[src/rtl/usb_pkg.sv]
// Shared USB definitions for the serial function.
// Contents: full-speed bulk packet limit and the bulk IN endpoint state encoding.
package usb_pkg;

  localparam int unsigned USB_FS_MAX_BULK_PKT = 64;

  typedef enum logic [2:0] {
    ST_IDLE     = 3'd0,
    ST_REQ      = 3'd1,
    ST_FILL     = 3'd2,
    ST_DONE     = 3'd3,
    ST_WAIT_ACK = 3'd4
  } ep_state_e;

endpackage

[src/rtl/usb_byte_fifo.sv]
// Synchronous byte FIFO staging device-to-host data.
// Ports: clk, reset_n (async active-low); wr_en_i/wr_data_i write side (ignored when full);
//        rd_en_i read side (ignored when empty); rd_data_o head of queue (combinational);
//        empty_o, full_o status.
module usb_byte_fifo #(
  parameter int unsigned DEPTH = 16,
  parameter int unsigned WIDTH = 8
) (
  input  logic             clk,
  input  logic             reset_n,
  input  logic             wr_en_i,
  input  logic [WIDTH-1:0] wr_data_i,
  input  logic             rd_en_i,
  output logic [WIDTH-1:0] rd_data_o,
  output logic             empty_o,
  output logic             full_o
);

  localparam int unsigned AW = $clog2(DEPTH);

  logic [WIDTH-1:0] mem_q [DEPTH];
  logic [AW:0]      wr_ptr_q, rd_ptr_q;
  logic             wr_fire, rd_fire;

  // Extra pointer bit distinguishes full from empty when the indices match.
  assign empty_o   = (wr_ptr_q == rd_ptr_q);
  assign full_o    = (wr_ptr_q[AW] != rd_ptr_q[AW]) && (wr_ptr_q[AW-1:0] == rd_ptr_q[AW-1:0]);
  assign wr_fire   = wr_en_i && !full_o;
  assign rd_fire   = rd_en_i && !empty_o;
  assign rd_data_o = mem_q[rd_ptr_q[AW-1:0]];

  // Pointer state.
  always_ff @(posedge clk or negedge reset_n) begin
    if (!reset_n) begin
      wr_ptr_q <= '0;
      rd_ptr_q <= '0;
    end else begin
      if (wr_fire) wr_ptr_q <= wr_ptr_q + (AW+1)'(1);
      if (rd_fire) rd_ptr_q <= rd_ptr_q + (AW+1)'(1);
    end
  end

  // Storage array.
  always_ff @(posedge clk) begin
    if (wr_fire) mem_q[wr_ptr_q[AW-1:0]] <= wr_data_i;
  end

endmodule

[src/rtl/usb_serial_bulk_in_ep.sv]
// Bulk IN endpoint: packs the device-to-host byte stream into USB bulk packets.
// Ports: clk, reset_n (async active-low);
//        uart_in_data/valid/ready  byte stream from the device (ready = FIFO not full);
//        in_ep_req/grant           PE IN-buffer arbitration;
//        in_ep_data_free/put/data  byte transfer into the PE buffer (put and data combinational);
//        in_ep_data_done           one-cycle packet-complete pulse;
//        in_ep_stall               tied low; in_ep_acked host ACK of the last packet.
module usb_serial_bulk_in_ep
  import usb_pkg::*;
#(
  parameter int unsigned MAX_PKT      = USB_FS_MAX_BULK_PKT,
  parameter int unsigned FIFO_DEPTH   = 16,
  parameter int unsigned FLUSH_CYCLES = 48000
) (
  input  logic       clk,
  input  logic       reset_n,
  input  logic [7:0] uart_in_data,
  input  logic       uart_in_valid,
  output logic       uart_in_ready,
  output logic       in_ep_req,
  input  logic       in_ep_grant,
  input  logic       in_ep_data_free,
  output logic       in_ep_data_put,
  output logic [7:0] in_ep_data,
  output logic       in_ep_data_done,
  output logic       in_ep_stall,
  input  logic       in_ep_acked
);

  localparam int unsigned CNT_W = $clog2(MAX_PKT + 1);
  localparam int unsigned TMR_W = $clog2(FLUSH_CYCLES);
  localparam logic [CNT_W-1:0] PKT_FULL = CNT_W'(MAX_PKT);
  localparam logic [TMR_W-1:0] TMR_LAST = TMR_W'(FLUSH_CYCLES - 1);

  ep_state_e        state_q, state_d;
  logic [CNT_W-1:0] pkt_cnt_q, pkt_cnt_d;
  logic [TMR_W-1:0] timer_q, timer_d;
  logic             zlp_pending_q, zlp_pending_d;
  logic             req_q, done_q;
  logic             fifo_empty, fifo_full, put_c;

  usb_byte_fifo #(
    .DEPTH (FIFO_DEPTH),
    .WIDTH (8)
  ) u_fifo (
    .clk       (clk),
    .reset_n   (reset_n),
    .wr_en_i   (uart_in_valid),
    .wr_data_i (uart_in_data),
    .rd_en_i   (put_c),
    .rd_data_o (in_ep_data),
    .empty_o   (fifo_empty),
    .full_o    (fifo_full)
  );

  // Grant comes combinationally from the PE, so the put strobe must too.
  assign put_c = (state_q == ST_FILL) && in_ep_grant && in_ep_data_free &&
                 !fifo_empty && (pkt_cnt_q < PKT_FULL);

  assign uart_in_ready   = !fifo_full;
  assign in_ep_data_put  = put_c;
  assign in_ep_req       = req_q;
  assign in_ep_data_done = done_q;
  assign in_ep_stall     = 1'b0;

  // Next-state, packet count and flush timer.
  always_comb begin
    state_d       = state_q;
    pkt_cnt_d     = pkt_cnt_q;
    timer_d       = timer_q;
    zlp_pending_d = zlp_pending_q;
    unique case (state_q)
      ST_IDLE: begin
        pkt_cnt_d = '0;
        timer_d   = '0;
        if (!fifo_empty || zlp_pending_q) state_d = ST_REQ;
      end
      ST_REQ: begin
        if (in_ep_grant) state_d = ST_FILL;
      end
      ST_FILL: begin
        // Without grant the PE is not listening: everything holds.
        if (in_ep_grant) begin
          if (put_c) begin
            pkt_cnt_d = pkt_cnt_q + CNT_W'(1);
            timer_d   = '0;
          end else if (timer_q != TMR_LAST) begin
            timer_d = timer_q + TMR_W'(1);
          end
          // Decide on next values so done follows the last put by one cycle.
          if ((pkt_cnt_d == PKT_FULL) ||
              ((timer_d == TMR_LAST) && ((pkt_cnt_d != '0) || zlp_pending_q))) begin
            state_d = ST_DONE;
          end
        end
      end
      ST_DONE: begin
        // A full packet leaves a ZLP owed; any shorter packet (incl. the ZLP) settles it.
        zlp_pending_d = (pkt_cnt_q == PKT_FULL);
        state_d       = ST_WAIT_ACK;
      end
      ST_WAIT_ACK: begin
        if (in_ep_acked) state_d = ST_IDLE;
      end
      default: state_d = ST_IDLE;
    endcase
  end

  // State and registered outputs.
  always_ff @(posedge clk or negedge reset_n) begin
    if (!reset_n) begin
      state_q       <= ST_IDLE;
      pkt_cnt_q     <= '0;
      timer_q       <= '0;
      zlp_pending_q <= 1'b0;
      req_q         <= 1'b0;
      done_q        <= 1'b0;
    end else begin
      state_q       <= state_d;
      pkt_cnt_q     <= pkt_cnt_d;
      timer_q       <= timer_d;
      zlp_pending_q <= zlp_pending_d;
      req_q         <= (state_d != ST_IDLE);
      done_q        <= (state_d == ST_DONE);
    end
  end

endmodule
[config.mk]
export PLATFORM = sky130hd
export DESIGN_NAME = usb_serial_bulk_in_ep
export DESIGN_NICKNAME = d
export VERILOG_FILES = /design/src/rtl/usb_pkg.sv /design/src/rtl/usb_byte_fifo.sv /design/src/rtl/usb_serial_bulk_in_ep.sv
export SDC_FILE = /design/constraint.sdc
export NUM_CORES = 1
export LEC_CHECK = 0
export ABC_CLOCK_PERIOD_IN_PS = 4000
export BUFFER_PORTS_ARGS = -buffer_cell sky130_fd_sc_hd__buf_2
export CORE_ASPECT_RATIO = 1.1
export CORE_MARGIN = 10
export CORE_UTILIZATION = 40
export DETAILED_ROUTE_END_ITERATION = 6
export PLACE_DENSITY = 0.54
export SLEW_MARGIN = 20
export SYNTH_ARGS = -nofsm -noshare
export SYNTH_HDL_FRONTEND = slang
export SYNTH_SLANG_ARGS = --single-unit
[constraint.sdc]
create_clock -name clk -period 4 [get_ports clk]
set_input_delay 0.8 -clock clk [delete_from_list [all_inputs] [get_ports clk]]
set_output_delay 0.8 -clock clk [all_outputs]
set_load 0.05 [all_outputs]
; Yosys cells after proc, flatten, opt, wreduce, memory -nomap -nowiden
; Memory sizes are Yosys's and may differ from the RTL's.
; Index checks and enable logic that the tools add are counted.
[classes]
n_addsub = 4
order_cmp = 1
eq_ne = 13
reduce_logical = 18
mux = 19
[op_table]
columns = operator, n
row1 = 16-bit 2-to-1 mux, 5
row2 = 16-bit case mux with 2 select lines, 1
row3 = 7-bit 2-to-1 mux, 4
row4 = 16-bit by 1-bit adder with 16-bit output (second input constant), 1
row5 = 16-bit equality test (second input constant), 1
row6 = 16-bit != test (second input constant), 1
row7 = 3-bit 2-to-1 mux, 5
row8 = 3-bit case mux with 5 select lines, 1
row9 = 7-bit equality test (second input constant), 2
row10 = 7-bit case mux with 2 select lines, 1
row11 = 5-bit by 1-bit adder with 5-bit output (second input constant), 2
row12 = 3-bit by 2-bit equality test with 1-bit output (second input constant), 3
row13 = 1-bit logical AND, 8
row14 = 7-bit by 1-bit adder with 7-bit output (second input constant), 1
row15 = 7-bit less-than comparator (second input constant), 1
row16 = 7-bit nonzero test, 1
row17 = 5-bit equality test, 1
row18 = 4-bit equality test, 1
row19 = 3-bit by 1-bit equality test with 1-bit output (second input constant), 1
row20 = 3-bit equality test (second input constant), 1
row21 = 3-bit logical NOT, 1
row22 = 1-bit logical OR, 3
row23 = 3-bit nonzero test, 1
row24 = 1-bit logical NOT, 2
row25 = 5 further kinds, 6
[totals]
mem_count = 1
ram_bits = 128
reg_bits = 39
output_inout_bits = 13
[mem_list]
columns = name, depth, width, read_ports, rd_ports_with_merged_regs, wr, line_no
row1 = u_fifo.mem_q, 16, 8, 1, 0, 1, usb_byte_fifo.sv:21  ; logic [WIDTH-1:0] mem_q [DEPTH];

; Depth between registers and ports, before layout
; Gate-level depths: netlist of run 1.
[logic_depth]
ltp_word = 16
ltp_mapped = 9

; Modules after synthesis
; From an unflattened synthesis of run 1, not the netlist that was laid out.
[hier_totals]
hier_cells = 516
hier_area_um2 = 7626.1
[by_module_without_submodules]
columns = module, n_inst, cells_each, seq_area_each_um2, area_each_um2
row1 = usb_byte_fifo, 1, 277, 4093.9, 5590.4
row2 = usb_serial_bulk_in_ep, 1, 239, 725.7, 2035.7

; Worst setup path before layout of run 1
; Ideal clock, no wire load.
[synth_timing]
path_type = reg2out
startpoint = reg u_fifo.rd_ptr_q[0]
endpoint = out in_ep_data[0]
t_arrival_ns = 1.989
required_time_ns = 3.200
path_buffers = 2
path_stages_with_launch = 5
setup_slack_ns = 1.211
path_cell_list = dfrtp_1 > buf_2 > buf_2 > mux4_2 > mux4_2
[synth_via]
elab_chain_cells = 1
[synth_lines]
columns = item, line_no
row1 = "start, declared", usb_byte_fifo.sv:22  ; logic [AW:0] wr_ptr_q, rd_ptr_q;
row2 = "start signal, assigned", usb_byte_fifo.sv:39  ; if (rd_fire) rd_ptr_q <= rd_ptr_q + (AW+1)'(1);
row3 = memory read 16 x 8 bit, --
row4 = "end, declared", usb_serial_bulk_in_ep.sv:24  ; output logic [7:0] in_ep_data,
; No other way between the ends.

; Final worst setup path of run 1
; Same ends and word-level chain as after synthesis.

==> impl_results.md, run 1 <==
- Status: finished, final reports clean
- Via count: 4166
- DR DRC count: 0
- Routed len/inst: 21.1 µm
- Worst-margin pin slew: roughly 1.1 ns
- Maxcap violations: 0
- Gp weighted congestion: 0.775
- Vias per cell: approximately 5.5
- Layout Nets: 530
- Part of the cycle the worst path needs: 87.6%
- Required time worst endpoint: 3.20 ns
- WL final: 16000 µm
- DIE AREA: 24200 µm²
- Sequential-to-total area share from yosys stat: 65.6%
- Vias in the first global route: 4243
- Port bufs: 25
- Initial antenna violation count: 0
- Post-cts resize count: 0
- Max Slew Vio Count: 0
- Post-DP HPWL: 10500 µm
- Power Density: approximately 640 nW/µm²
- Largest net degree at the start of global routing: 40
- Rel. slew slack: 28.2%
- Setup Fix Bufs, Post-CTS: 0
- Root Buffer: clkbuf_16
- Layout Utilization: 46.6%
- RSZ-0062 raised after global routing: no
- Met2 Resource Use GR: 22.7%
- Clock Pin Slew Worst Setup and Hold Paths: 0.07 ns
- Final setup viols: 0
- TritonCTS clock tree: done
- Ant. Diodes: 0
- Critical path endpoint category: primary output
- GR Util met1: 17.1%
- Final Hold Vio Count: 0
- Synth Register Bits: around 170
- Syn_area_per_cell: 15.4 µm²
- Fin Setup TNS: 0 ns
- Initial Util: between 40% and 50%
- Crit path time final: 3.50 ns
- Critical path startpoint category: flop
- VDD IR-drop max: 0.000370 V
- Most frequent cells in the layout: 128 x edfxtp_1, 41 x nand2_1, 40 x mux4_2
- Die X: 149 µm
- Max frequency: roughly 290 MHz
- Syn Inst Count: around 480
- GRT Total Usage: 13.7%
- Yosys cell types: 61
- TritonCTS Buffers: 17
- H-Tree Depth: 4
- 1st-iter DRT viols: 310
- P&R area growth vs syn: 13.3%
- Synthesized cell area: between 7000 and 8000 µm²
- Commonest non-fill, non-tap cell in the layout: edfxtp_1
- Final Skew: 0.0190 ns
- Hold buffers post-CTS: 0
- First-pass GRT wire length: ~25000 µm
- M3 GR Usage: around 3.3%
- CP Class: flop to primary output
- Layout cells sized above 1: 23.2%
- GR peak layer: met2
- FFs w/ async S/R, synth: 23.4%
- TritonRoute pass-1 iters: 4
- Leak pwr: 2.85 nW
- Clock Sinks: 167
- HP Class: primary input to async pin
- ANT nets after route: 0
- Worst path arrival time: 2.70 ns
- IO Pins: 27
- Clk buf depth: 2
- Worst-path fanout max: 21
- Syn_nets: between 400 and 500
- YS warnings: 0
- Row cnt: between 50 and 60
- Die height: 162 µm
- Dominant synthesized flop cell: edfxtp_1
- EDFF count, synth: 128
- GRT overflow: 0
- Core area: between 15000 and 20000 µm²
- Worst skew pair latency: approximately 0.43 ns
registers in the layout (all words and copies together) (netlist names):
register and count:
timer_q 16, u_fifo.rd_ptr_q 5, u_fifo.mem_q 128, state_q 3, zlp_pending_q 1, u_fifo.wr_ptr_q 5
pkt_cnt_q 7, in_ep_req 1, in_ep_data_done 1
through the flow:
stage	instance area [µm²]	instances	setup slack [ns]	hold WS, ns	total power, W
2_1_floorplan	7340	477	1.21	0.466	0.00341
3_5_place_dp	7760	727	0.883	0.494	0.00387
3_3_place_gp	7760	727	0.901	0.487	0.00385
4_1_cts	8320	759	0.422	0.503	0.00541
5_1_grt	8320	759	0.353	0.526	0.00561
6_report	8320	759	0.497	0.496	0.00534
final timing paths:
path                       slack, ns  cells after the start                   to               start
max                             0.50                      4        in_ep_data[0]  u_fifo.rd_ptr_q[0]
min                             0.50                      1         pkt_cnt_q[1]             reset_n
max reg2reg                     1.22                      6  u_fifo.mem_q[14][1]  u_fifo.rd_ptr_q[0]
min reg2reg                     0.50                      1   u_fifo.rd_ptr_q[4]  u_fifo.rd_ptr_q[4]
max in group asynchronous       2.86                      1   u_fifo.rd_ptr_q[0]             reset_n
min in group clk                0.50                      1   u_fifo.rd_ptr_q[4]  u_fifo.rd_ptr_q[4]
cell usage after synthesis (2+ instances only):
master	instances	area [µm²]
ha_1	8	100
a31oi_1	6	37.5
nand4bb_1	2	22.5
o21a_1	3	22.5
a211oi_1	3	22.5
a2bb2oi_1	2	17.5
o21ai_0	23	115
and3_1	5	31.3
o21ai_1	6	30.0
nor4_1	5	31.3
nor2_1	20	75.1
and2_1	2	12.5
clkbuf_1	14	52.6
a22o_1	2	17.5
dfrtp_1	39	976
nand3_1	5	25.0
o41ai_1	2	17.5
a21oi_1	11	55.1
a32o_1	2	20.0
buf_2	12	60.1
edfxtp_1	128	3840
xor2_1	6	52.6
nor3_1	13	65.1
nand4_1	9	56.3
nand2b_1	7	43.8
nand2_1	41	154
inv_1	12	45.0
mux4_2	40	901
nor4_2	2	25.0
xnor2_1	12	105
o31ai_1	4	30.0
o211a_1	2	20.0
kinds of logic (layout without fill, tap and decap cells):
| family | count (synthesis) | after routing | share of synthesized area (%) |
|---|---|---|---|
| AO/OA/AOI/OAI | 76 | 76 | 6.78 |
| XOR/XNOR | 18 | 18 | 2.15 |
| adder cells (fa/ha/maj) | 8 | 8 | 1.36 |
| buffers and inverters | 42 | 86 | 2.50 |
| flip-flops | 167 | 167 | 65.6 |
| multiplexers | 42 | 42 | 12.6 |
| other | 1 | 1 | 0.0511 |
| AND/OR/NAND/NOR | 123 | 123 | 8.96 |
critical path, stage by stage (launching register included):
cell	delay (ns)
dfrtp_2	0.69
buf_12	0.28
mux4_2	0.52
mux4_2	0.52
buf_2	0.25
power by group:
group	total (W)	internal, W	switching, W
sequential	0.00224	0.00207	0.000167
combinational	0.00156	0.000637	0.000926
clock	0.00154	0.000860	0.000678
total	0.00534	0.00357	0.00177
per-layer routing:
layer	up-vias	share of wire, %	wire length, µm
met1	2124	42	6760
met2	97	51	8110
li1	1927	-	-
met5	-	0	0
met3	18	5.3	848
met4	0	1.6	260
cell type report:
class	instances	area, µm²
multi-input combinational	268	2340
fill	1559	9550
clock inverter	14	125
timing repair buffer	41	258
tap	238	298
inverter	13	48.8
sequential	167	4820
clock buffer	18	429
Power figures use the tool's default switching activity.
==> inputs of run 2 (changes only) <==
--- a/config.mk
+++ b/config.mk
@@ -5,7 +5,7 @@
 export SDC_FILE = /design/constraint.sdc
 export NUM_CORES = 1
 export LEC_CHECK = 0
-export ABC_CLOCK_PERIOD_IN_PS = 4000
+export ABC_CLOCK_PERIOD_IN_PS = 3520
 export BUFFER_PORTS_ARGS = -buffer_cell sky130_fd_sc_hd__buf_2
 export CORE_ASPECT_RATIO = 1.1
 export CORE_MARGIN = 10
==> constraint.sdc (replaced) <==
create_clock -name clk -period 3.52 [get_ports clk]
set_input_delay 0.704 -clock clk [delete_from_list [all_inputs] [get_ports clk]]
set_output_delay 0.704 -clock clk [all_outputs]
set_load 0.05 [all_outputs]
==> run 2 against run 1 <==
  * Worst hold slack worse by 0.073 ns
  * Die area stayed put
  * Routed wire length rose by 3.1%
  * First-iteration DRC count rose by 29%
  * Design area grew 0.80%
  * Non-clock buffer count grew 4
  * Combinational power up 19%
  * Largest power group unchanged
==> impl_results.md, run 2 (synthesis results as in run 1) <==
- Status: finished, final reports clean (unchanged)
- Gp weighted congestion: 0.800 (was 0.775)
- Layout cells sized above 1: 24.4% (was 23.2%)
- Sequential share of power: 40.2% (was 41.9%)
- Post-DP HPWL: 11000 µm (was 10500 µm)
- Required time worst endpoint: 2.82 ns (was 3.20 ns)
- CP max-delay cell: mux4_2 (was dfrtp_2)
- Root Buffer: clkbuf_16 (unchanged)
- Register area: 4820 µm² (unchanged)
- Sw power: 0.00207 W (was 0.00177 W)
- FILL cells: 1579 (was 1559)
- Clock Sinks: 167 (unchanged)
- Crit path to: in_ep_data[4] (was in_ep_data[0])
- Vias per cell: 5.62 (was 5.49)
- Slowest stage delay, CP: 0.55 ns (was 0.69 ns)
- VDD IR-drop max: 0.000483 V (was 0.000370 V)
- Critical path endpoint category: primary output (unchanged)
- Reg-to-Reg Start: u_fifo.wr_ptr_q[3] (was u_fifo.rd_ptr_q[0])
- RSZ-0062 raised after global routing: no (unchanged)
- Max reg flops: 128 (unchanged)
- Worst-margin pin slew: 0.952 ns (was 1.07 ns)
- ANT nets after route: 0 (unchanged)
- Most frequent cells in the layout: 128 x edfxtp_1, 41 x nand2_1, 40 x mux4_2 (unchanged)
- Clock share of power: 30.0% (was 28.8%)
- WL final: 16500 µm (was 16000 µm)
- Switching power share of the total: 33.2% (about the same)
- Initial Util: 41.1% (unchanged)
- TritonRoute pass-1 iters: 5 (was 4)
- Largest net degree at the start of global routing: 40 (unchanged)
- Post-cts resize count: 0 (unchanged)
- Setup Fix Bufs, Post-CTS: 0 (unchanged)
- P&R area growth vs syn: 14.2% (was 13.3%)
- Row cnt: 51 (unchanged)
- TritonCTS clock tree: done (unchanged)
- Worst path cell trace: buf_12 -> mux4_2 -> mux4_2 -> buf_2 (unchanged)
- Die X: 149 µm (unchanged)
- DR DRC count: 0 (unchanged)
- H-Tree Depth: 4 (unchanged)
- GRT overflow: 0 (unchanged)
- Clock Pin Slew Worst Setup and Hold Paths: 0.07 ns (about the same)
- First-pass GRT wire length: 26100 µm (was 25000 µm)
- Leak pwr: 2.90 nW (was 2.85 nW)
- Rel. slew slack: 36.3% (was 28.2%)
- HP Class: primary input to async pin (unchanged)
- Flop2flop setup slack: 0.92 ns (was 1.22 ns)
- Most Frequent Cell on Critical Path: mux4_2 (unchanged)
- R2r endpoint: u_fifo.mem_q[3][7] (was u_fifo.mem_q[14][1])
- Final setup viols: 0 (unchanged)
- CP Class: flop to primary output (unchanged)
- Die height: 162 µm (unchanged)
- Initial antenna violation count: 0 (unchanged)
- Critical path startpoint category: flop (unchanged)
- Area of the multi-input gates: 2340 µm² (unchanged)
- Layout Nets: 534 (was 530)
- Vias in the first global route: 4327 (was 4243)
- DIE AREA: 24200 µm² (unchanged)
- Commonest non-fill, non-tap cell in the layout: edfxtp_1 (unchanged)
- Internal: 0.00416 W (was 0.00357 W)
- Via count: 4290 (was 4166)
- TritonCTS Buffers: 17 (unchanged)
- Worst Setup SP: u_fifo.rd_ptr_q[0] (unchanged)
- Power Density: 742 nW/µm² (was 642 nW/µm²)
- GRT Total Usage: 14.3% (was 13.7%)
- Crit path time final: approximately 3.1 ns
- FF-to-FF path depth: 7 (was 6)
- IO Pins: 27 (unchanged)
- Maxcap violations: 0 (unchanged)
- Comb pwr share: 29.8% (was 29.3%)
- 1st-iter DRT viols: 401 (was 310)
- Fin Setup TNS: 0 ns (unchanged)
- Hold buffers post-CTS: 0 (unchanged)
- Port bufs: 25 (unchanged)
- Worst-path fanout max: 25 (was 21)
- Worst path arrival time: 2.41 ns (was 2.70 ns)
- Max Slew Vio Count: 0 (unchanged)
- Ant. Diodes: 0 (unchanged)
- Final Hold Vio Count: 0 (unchanged)
- Core area: 17900 µm² (unchanged)
- Routed len/inst: 21.6 µm (was 21.1 µm)
- Final Skew: 0.0114 ns (was 0.0190 ns)
- Final instance area: 8390 µm² (was 8320 µm²)
- Clk buf depth: 2 (unchanged)
- Max frequency: 321 MHz
- Worst skew pair latency: 0.43 ns (about the same)
- Part of the cycle the worst path needs: 88.6%
- Dpl cell area: 7790 µm² (was 7760 µm²)
[run 2: cell count changes in the layout (fill, tap and decap cells not counted)]
cell / before / now
clkinv_1: 2 / 0
bufinv_16: 1 / 2
inv_6: 4 / 5
clkinvlp_4: 4 / 2
inv_8: 0 / 2
buf_4: 15 / 19
clkinv_2: 1 / 3
clkbuf_1: 1 / 0
clkinv_4: 2 / 1
[run 2: worst min-delay path by stage]
| stage | from | endpoint | slack, ns | cells after the start |
|---|---|---|---|---|
| floorplan | reset_n | in_ep_data_done | 0.41 | 0 |
| finish | reset_n | state_q[2] | 0.42 | 1 |
| detailed placement | u_fifo.wr_ptr_q[4] | u_fifo.wr_ptr_q[4] | 0.49 | 1 |
| global placement | u_fifo.wr_ptr_q[4] | u_fifo.wr_ptr_q[4] | 0.48 | 1 |
| CTS | reset_n | state_q[2] | 0.44 | 1 |
| global route | reset_n | state_q[2] | 0.48 | 1 |
[run 2: stage by stage]
| stage | setup WS, ns | cells | total power [W] | util, % | hold WS, ns |
|---|---|---|---|---|---|
| floorplan | 0.733 | 477 | 0.00387 | - | 0.408 |
| global placement | 0.825 | 731 | 0.00442 | 43.6 | 0.481 |
| detailed placement | 0.797 | 731 | 0.00444 | 43.6 | 0.492 |
| CTS | 0.364 | 763 | 0.00630 | 46.9 | 0.444 |
| global route | 0.307 | 763 | 0.00654 | 46.9 | 0.476 |
| finish | 0.402 | 763 | 0.00622 | 46.9 | 0.423 |
[run 2: worst max-delay path, delay by kind of cell (launching register included)]
family / cells / cell delay, ns
multiplexers: 2 / 1.08
buffers and inverters: 2 / 0.47
flip-flops: 1 / 0.41
[run 2: area by class of cell]
| cell class | instances | area share (%) |
|---|---|---|
| well taps | 238 | 3.55 |
| repair buffers | 45 | 3.43 |
| inverters | 13 | 0.582 |
| clock inverters | 15 | 1.97 |
| flip-flops and latches | 167 | 57.5 |
| multi-input cells | 268 | 27.9 |
| clock buffers | 17 | 5.07 |
[run 2: metal layers]
layer  wire (µm)  up-vias  track usage [%]
li1            -     1942                -
met1        7610     2229             19.1
met2        7990      101             22.6
met3         614       18             2.92
met4         267        0             4.82
met5           0        -                0
[run 2: power by group through the flow]
stage	Clock, W	Combinational [W]	Sequential, W
finish	0.00186	0.00185	0.00250
global route	0.00200	0.00200	0.00253
CTS	0.00190	0.00190	0.00250
detailed placement	0	0.00189	0.00254
global placement	0	0.00189	0.00253
floorplan	0	0.00139	0.00248
==> inputs of run 3 (changes only) <==
==> constraint.sdc (replaced) <==
create_clock -name clk -period 3.52 [get_ports clk]
set_input_delay 0.704 -clock clk [delete_from_list [all_inputs] [get_ports clk]]
set_output_delay 0.704 -clock clk [all_outputs]
set_load 0.02 [all_outputs]
==> run 3 against run 2 <==
  * Combinational power decreased by 11%
  * Routed wire length rose by 1.0%
  * Setup slack worse by 0.044 ns
  * Highest routed layer is now met5
==> impl_results.md, run 3 (synthesis results as in run 1) <==
- Vias in the first global route: 4399 (was 4327)
- Final Hold Vio Count: 0 (unchanged)
- IO Pins: 27 (unchanged)
- Routed len/inst: 21.9 µm (was 21.6 µm)
- P&R area growth vs syn: 13.5% (was 14.2%)
- Die X: 149 µm (unchanged)
- TritonCTS Buffers: 17 (unchanged)
- Final Skew: 0.00917 ns (was 0.0114 ns)
- Clock Pin Slew Worst Setup and Hold Paths: 0.07 ns (about the same)
- Row cnt: 51 (unchanged)
- H-Tree Depth: 4 (unchanged)
- Commonest non-fill, non-tap cell in the layout: edfxtp_1 (unchanged)
- Core area: 17900 µm² (unchanged)
- First-pass GRT wire length: 26200 µm (was 26100 µm)
- Worst-margin pin slew: 0.923 ns (was 0.952 ns)
- FILL cells: 1576 (was 1579)
- Rel. slew slack: 38.5% (was 36.3%)
- TritonRoute pass-1 iters: 4 (was 5)
- Required time worst endpoint: 2.82 ns (about the same)
- Leak pwr: 2.87 nW (was 2.90 nW)
- Hold buffers post-CTS: 0 (unchanged)
- Die height: 162 µm (unchanged)
- Post-DP HPWL: 11100 µm (was 11000 µm)
- RSZ-0062 raised after global routing: no (unchanged)
- GRT Total Usage: 14.4% (was 14.3%)
- Power Density: 710 nW/µm² (was 742 nW/µm²)
- Worst skew pair latency: 0.42 ns (was 0.43 ns)
- Root Buffer: clkbuf_16 (unchanged)
- Critical path startpoint category: flop (unchanged)
- Fin Setup TNS: 0 ns (unchanged)
- VDD IR-drop max: 0.000416 V (was 0.000483 V)
- Worst-path fanout max: 19 (was 25)
- Port bufs: 25 (unchanged)
- Clock Sinks: 167 (unchanged)
- Final instance area: 8340 µm² (was 8390 µm²)
- Max Slew Vio Count: 0 (unchanged)
- Clk buf depth: 2 (unchanged)
- Max frequency: 316 MHz (was 321 MHz)
- Layout Nets: 533 (was 534)
- Initial Util: 41.1% (unchanged)
- DR DRC count: 0 (unchanged)
- Post-cts resize count: 0 (unchanged)
- 1st-iter DRT viols: 319 (was 401)
- Layout cells sized above 1: 24.0% (was 24.4%)
- Largest net degree at the start of global routing: 40 (unchanged)
- Vias per cell: 5.48 (was 5.62)
- Critical path endpoint category: primary output (unchanged)
- Placed insts: 730 (was 731)
- DIE AREA: 24200 µm² (unchanged)
- Non-filler cells, final: 762 (was 763)
- Worst path arrival time: 2.46 ns (was 2.41 ns)
- Initial antenna violation count: 1 (was 0)
- TritonCTS clock tree: done (unchanged)
- Dpl cell area: 7770 µm² (was 7790 µm²)
- GRT overflow: 0 (unchanged)
- Part of the cycle the worst path needs: 89.9% (was 88.6%)
- Via count: 4174 (was 4290)
- FF-to-FF path depth: 7 (unchanged)
- Setup Fix Bufs, Post-CTS: 0 (unchanged)
- WL final: 16700 µm (was 16500 µm)
- Maxcap violations: 0 (unchanged)
- Max reg flops: 128 (unchanged)
- Status: finished, final reports clean (unchanged)
- CP Class: flop to primary output (unchanged)
- Crit path time final: 3.16 ns (was 3.12 ns)
- Gp weighted congestion: 0.782 (was 0.800)
- Ant. Diodes: 0 (unchanged)
- ANT nets after route: 0 (unchanged)
- Final setup viols: 0 (unchanged)
- Most frequent cells in the layout: 128 x edfxtp_1, 41 x nand2_1, 40 x mux4_2 (unchanged)
- HP Class: primary input to async pin (unchanged)
==> run 3: cell count changes in the layout (fill, tap and decap cells not counted), sizes merged <==
cell / change
buf: -1
inv: +2
bufinv: -2
==> run 3: critical path: stages, from the launching register on <==
cell and delay [ns]:
dfrtp_2 0.38, buf_4 0.37, mux4_2 0.54, mux4_2 0.53, buf_2 0.20
==> run 3: layout make-up <==
cell class                 count  area (µm²)  share of cell area [%]
inverter                      13        48.8                   0.585
multi-input combinational    268        2340                    28.1
clock inverter                15         135                    1.62
clock buffer                  17         425                    5.10
timing repair buffer          44         268                    3.21
tap                          238         298                    3.57
sequential                   167        4820                    57.8
==> run 3: routing by layer <==
layer / wire length (µm) / GRT usage [%]
met2: 8650 / 24.4
met5: 13 / 0
met1: 7050 / 17.8
met3: 774 / 3.36
met4: 158 / 4.24
==> run 3: per-stage QoR <==
step                      setup WS (ns)  hold slack [ns]  util [%]  power [W]
final                             0.357            0.410      46.7    0.00592
after global routing              0.249            0.479      46.7    0.00623
after CTS                         0.309            0.434      46.7    0.00600
after detailed placement          0.769            0.491      43.5    0.00423
after global placement            0.778            0.480      43.5    0.00420
after floorplan                   0.916            0.408         -    0.00368
==> run 3: final timing paths <==
path	endpoint	slack, ns	from
max	in_ep_data[4]	0.36	u_fifo.rd_ptr_q[0]
min	u_fifo.rd_ptr_q[3]	0.41	reset_n
max reg2reg	u_fifo.mem_q[3][0]	0.91	u_fifo.wr_ptr_q[2]
min reg2reg	u_fifo.rd_ptr_q[4]	0.50	u_fifo.rd_ptr_q[4]
max in group asynchronous	u_fifo.rd_ptr_q[0]	2.48	reset_n
min in group clk	u_fifo.rd_ptr_q[4]	0.50	u_fifo.rd_ptr_q[4]
==> run 3: power breakdown <==
group	switching [W]	internal, W
combinational	0.000937	0.000718
sequential	0.000146	0.00235
clock	0.000829	0.000933
